File: config.mk
export PLATFORM = sky130hd
export DESIGN_NAME = sram_fill_loader
export DESIGN_NICKNAME = d
export VERILOG_FILES = /design/src/rtl/sram_fill_loader.sv
export SDC_FILE = /design/constraint.sdc
export NUM_CORES = 1
export LEC_CHECK = 0
export ABC_AREA = 1
export BUFFER_PORTS_ARGS = -buffer_cell sky130_fd_sc_hd__buf_2
export CAP_MARGIN = 25
export CELL_PAD_IN_SITES_DETAIL_PLACEMENT = 0
export CELL_PAD_IN_SITES_GLOBAL_PLACEMENT = 1
export CORE_AREA = 5 5 110 60
export DETAILED_ROUTE_END_ITERATION = 12
export DIE_AREA = 0 0 115 65
export PLACE_DENSITY_LB_ADDON = 0.1
export SETUP_SLACK_MARGIN = 0.15
export SLEW_MARGIN = 5
export SYNTH_ARGS = -nofsm -noshare
export SYNTH_HDL_FRONTEND = slang
export SYNTH_SLANG_ARGS = --single-unit
File: constraint.sdc
create_clock -name clk -period 1.75 [get_ports clk]
set_input_delay 0.35 -clock clk [delete_from_list [all_inputs] [get_ports clk]]
set_output_delay 0.35 -clock clk [all_outputs]
set_load 0.01 [all_outputs]
File: src/rtl/sram_fill_loader.sv
// rtl/sram_fill_loader.sv - RAM port sequencer: fill-clear, streaming loader, host pass-through
module sram_fill_loader #(
    parameter int                    DATA_WIDTH = 8,
    parameter int                    ADDR_WIDTH = 10,
    parameter logic [DATA_WIDTH-1:0] FILL_VALUE = '0
) (
    input  logic                  clk,
    input  logic                  reset,
    input  logic                  clear_req,
    input  logic                  ld_valid,
    output logic                  ld_ready,
    input  logic                  ld_first,
    input  logic [DATA_WIDTH-1:0] ld_data,
    output logic                  ld_wrap,
    input  logic                  host_cen,
    input  logic                  host_we,
    input  logic [ADDR_WIDTH-1:0] host_addr,
    input  logic [DATA_WIDTH-1:0] host_data,
    output logic [DATA_WIDTH-1:0] host_q,
    output logic                  host_rvalid,
    output logic                  busy,
    output logic                  done,
    output logic [ADDR_WIDTH-1:0] ram_addr,
    output logic [DATA_WIDTH-1:0] ram_data,
    output logic                  ram_cen,
    output logic                  ram_we,
    input  logic [DATA_WIDTH-1:0] ram_q
);

    typedef enum logic {
        ST_CLEAR = 1'b0,
        ST_IDLE  = 1'b1
    } state_t;

    localparam logic [ADDR_WIDTH-1:0] ADDR_LAST = '1;
    localparam logic [ADDR_WIDTH-1:0] ADDR_ONE  = {{(ADDR_WIDTH-1){1'b0}}, 1'b1};

    state_t                state_q, state_d;
    logic [ADDR_WIDTH-1:0] clr_cnt_q, clr_cnt_d;
    logic [ADDR_WIDTH-1:0] ld_cnt_q, ld_cnt_d;
    logic                  ld_wrap_q, ld_wrap_d;
    logic                  done_q, done_d;
    logic                  rvalid_q, rvalid_d;
    logic [ADDR_WIDTH-1:0] ld_addr;

    // A beat's write address: first beats restart at 0, others continue from the counter
    assign ld_addr  = ld_first ? '0 : ld_cnt_q;
    assign ld_ready = !reset && (state_q == ST_IDLE) && !clear_req;

    // Next-state and RAM port mux: clear writes fill, loader beats beat the host, host passes through
    always_comb begin
        state_d   = state_q;
        clr_cnt_d = clr_cnt_q;
        ld_cnt_d  = ld_cnt_q;
        ld_wrap_d = ld_wrap_q;
        done_d    = 1'b0;
        rvalid_d  = 1'b0;
        ram_cen   = 1'b0;
        ram_we    = 1'b0;
        ram_addr  = '0;
        ram_data  = '0;
        case (state_q)
            ST_CLEAR: begin
                ram_cen  = 1'b1;
                ram_we   = 1'b1;
                ram_addr = clr_cnt_q;
                ram_data = FILL_VALUE;
                if (clear_req) begin
                    clr_cnt_d = '0;
                end else if (clr_cnt_q == ADDR_LAST) begin
                    clr_cnt_d = '0;
                    state_d   = ST_IDLE;
                    done_d    = 1'b1;
                end else begin
                    clr_cnt_d = clr_cnt_q + ADDR_ONE;
                end
            end
            default: begin
                if (clear_req) begin
                    state_d   = ST_CLEAR;
                    clr_cnt_d = '0;
                end else if (ld_valid) begin
                    ram_cen  = 1'b1;
                    ram_we   = 1'b1;
                    ram_addr = ld_addr;
                    ram_data = ld_data;
                    ld_cnt_d = ld_addr + ADDR_ONE;
                    if (ld_first) begin
                        ld_wrap_d = 1'b0;
                    end else if (ld_addr == ADDR_LAST) begin
                        ld_wrap_d = 1'b1;
                    end
                end else begin
                    ram_cen  = host_cen;
                    ram_we   = host_we;
                    ram_addr = host_addr;
                    ram_data = host_data;
                    rvalid_d = host_cen && !host_we;
                end
            end
        endcase
        if (reset) begin
            ram_cen = 1'b0;
            ram_we  = 1'b0;
        end
    end

    // State and counter registers; reset restarts the clear from address 0
    always_ff @(posedge clk) begin
        if (reset) begin
            state_q   <= ST_CLEAR;
            clr_cnt_q <= '0;
            ld_cnt_q  <= '0;
            ld_wrap_q <= 1'b0;
            done_q    <= 1'b0;
            rvalid_q  <= 1'b0;
        end else begin
            state_q   <= state_d;
            clr_cnt_q <= clr_cnt_d;
            ld_cnt_q  <= ld_cnt_d;
            ld_wrap_q <= ld_wrap_d;
            done_q    <= done_d;
            rvalid_q  <= rvalid_d;
        end
    end

    assign busy        = reset || (state_q == ST_CLEAR);
    assign done        = done_q && !reset;
    assign host_rvalid = rvalid_q && !reset;
    assign host_q      = ram_q;
    assign ld_wrap     = ld_wrap_q;

endmodule
==> impl_metrics.yaml <==
setup_path:
  rrSetupSlack_ns: 0.32
  cp_max_fo: 9
  critPathCaptureType: "output pin"
  worstPathRequired_ns: 1.40
  r2r_start: "ld_cnt_q[1]"
  crit_path_start_kind: "flop"
  path_class: "reg -> out"
  rr_worst_depth: 10
  r2r_end: "ld_cnt_q[6]"
  crit_arrival_ns: 1.24
clock_network:
  clock-root-buffer: "clkbuf_8"
  max-clock-path-buffers: 2
  cts.sinks: 24
  ctsHoldBuffers: 0
  cts_tree: "built"
  cts_buffers: 3
  h-tree-depth: 1
  cts.clk_slew.worst_paths_ns: 0.09
  clkLatencyLatePin_ns: 0.27
sta:
  timing.fmax_ghz: 0.6279
  fin_crit_sh_pct: 91.00
  max_slew_margin_pct: 73.91
  finalSetupViolCount: 0
  setup_ws_ns: 0.1575
  worstMarginPinSlew_ns: 0.3899
  hold_viol: 0
  slew_violations: 0
  skew_ns: 0.006319
  min_period_ns: 1.593
  rsz0062_at_grt: "true"
  fin_tns_setup_ns: 0
global_routing:
  antenna_found_initial: 0
  grt_pass1_vias: 1793
  grt_pass1_wl_um: 9246
  grt_usage_pct: 15.84
  grt_max_degree: 15
  overflow: 0
cells_and_area:
  diodes: 0
  fill_cells: 646
  finish.utilization_pct: 39.34
  syn_to_final_growth_pct: 39.61
  seqCellArea_um2: 486.7
  nets: 374
  multi_input_area_um2: 993.5
  final_cell_count_no_fill: 407
  drive_gt1_share_pct: 33.03
hold_path:
  hp-start: "host_cen"
  worstHoldEndpoint: "rvalid_q"
  hold_path_class: "in -> reg"
  worstHoldPathCells: 3
routing:
  wl_per_cell_um: 14.16
  ant_nets: 0
  drtPass1Iterations: 5
  drtIter0Drc: 119
  routed_via_density: 4.590
  drc: 0
  routed_wl_um: 5764
  route.vias.total: 1868
placed_design:
  dp_slack_ns: 0.04368
  portBuffers: 57
  dp_hpwl_um: 4565
  dp.cells: 398
  gp_congestion: 0.7986
power_and_ir_drop:
  power_frac_comb_pct: 11.2
  p_per_area_nw_per_um2: 528.6
  clkPwrFrac_pct: 42.6
  sequentialPowerShare_pct: 46.2
  internal-power_mw: 0.9095
  peakVddDrop_uv: 353.9
  p_sw_mw: 0.2771
  p_leak_nw: 1.038
  swShare_pct: 23.35
yosys:
  yosysSeqAreaShare_pct: 29.88
  synth_seq_cells: 24
  avgSynthCellArea_um2: 6.113
  syn_inst: 263
  synth_nets: 306
  synth_cell_type_count: 25
  yosysWarnings: 0
  synth.cell_area_um2: 1608
floorplan:
  start_util_pct: 28.18
  chipHeight_um: 65
  dieArea_um2: 7475
  core-area_um2: 5705
  die_w_um: 115
  io-pin-count: 74
  placementRows: 20
status:
  outcome: "finished, final reports clean"
run:
  cap_viol_max_count: 0
worst max-delay path, cell delays in order (launching register included):
cell and delay (ns):
dfxtp_4 0.41, nand2_8 0.09, buf_12 0.16, nor3_2 0.16, buf_2 0.15
final cells by class:
| class | instances | area share, % |
|---|---|---|
| Multi-Input combinational cell | 188 | 44.26 |
| Timing Repair Buffer | 77 | 19.96 |
| Timing Repair inverter | 1 | 0.2787 |
| Clock inverter | 1 | 1.338 |
| Sequential cell | 24 | 21.68 |
| Inverter | 36 | 6.355 |
| Tap cell | 77 | 4.292 |
| Clock buffer | 3 | 1.839 |
routing by layer:
metal  wire, µm  vias up  GRT usage (%)
li1           -      978              -
met5          0        -              0
met4         19        0          1.903
met1       3251      824          25.15
met2       1971       64          20.61
met3        522        2          4.944
synth_stat cells, drive strengths merged:
library cell  number  share of area [%]
a21oi              7                2.2
buf               12                5.4
clkbuf             3               0.70
clkinv             1               0.23
dfxtp             24                 30
ha                 2                1.6
inv               35                8.2
mux2i              1               0.62
nand2             58                 14
nand3             25                8.1
nand4              3                1.2
nor2              50                 12
nor3              10                3.1
o21ai             16                5.0
o221ai             6                3.3
o22ai              6                2.3
o2bb2ai            1               0.54
xnor2              1               0.54
xor2               2                1.1
power groups by stage:
stage	Clock, mW	Sequential [mW]	Combinational [mW]
floorplan	0	0.563	0.0704
global placement	0	0.562	0.124
detailed placement	0	0.562	0.123
CTS	0.515	0.548	0.126
global route	0.549	0.549	0.147
finish	0.506	0.548	0.133
placed cells by master, fill, tap and decap left out, drive strengths merged:
cell type / instances
dfxtp: 24
o21ai: 16
o221ai: 6
nand2: 58
o22ai: 6
nand3: 25
clkbuf: 3
xor2: 2
mux2i: 1
bufinv: 1
nor2: 50
ha: 2
o2bb2ai: 1
buf: 77
nand4: 3
xnor2: 1
a21oi: 7
nor3: 10
inv: 37
registers in the layout, summed over array words and instances (netlist names):
register,count
clr_cnt_q,10
done_q,1
ld_cnt_q,10
ld_wrap,1
rvalid_q,1
state_q,1
what timing repair did:
item,4_1_cts,5_1_grt
pin swaps,1,3
setup buffers,1,3
endpoints found under the setup margin,19,19
cloned,1,0
resized for setup,10,25
per-stage QoR:
stage	total power, mW	hold slack, ns	area (µm²)
after floorplan	0.6329	0.4191	1608
after global placement	0.6866	0.4364	2012
after detailed placement	0.6856	0.4463	2012
after CTS	1.190	0.3100	2126
after global routing	1.245	0.3132	2245
final	1.187	0.3139	2245
worst max-delay path by stage:
stage                     startpoint           to  slack, ns
after detailed placement   clear_req  ram_addr[8]       0.04
after global placement     clear_req  ram_addr[8]       0.05
after floorplan             ld_valid  ram_data[4]       0.20
after global routing         state_q  ram_data[7]       0.09
after CTS                    state_q  ram_data[7]       0.15
final                        state_q  ram_data[5]       0.16
cell families after synthesis:
kind of cell,share of synthesized area [%]
compound gates,13.31
xor+xnor,1.635
fa+ha+maj,1.556
buf+inv,14.47
flops,29.88
mux,0.6226
simple gates,38.52
Note: power is estimated with default switching activity, not from simulation.
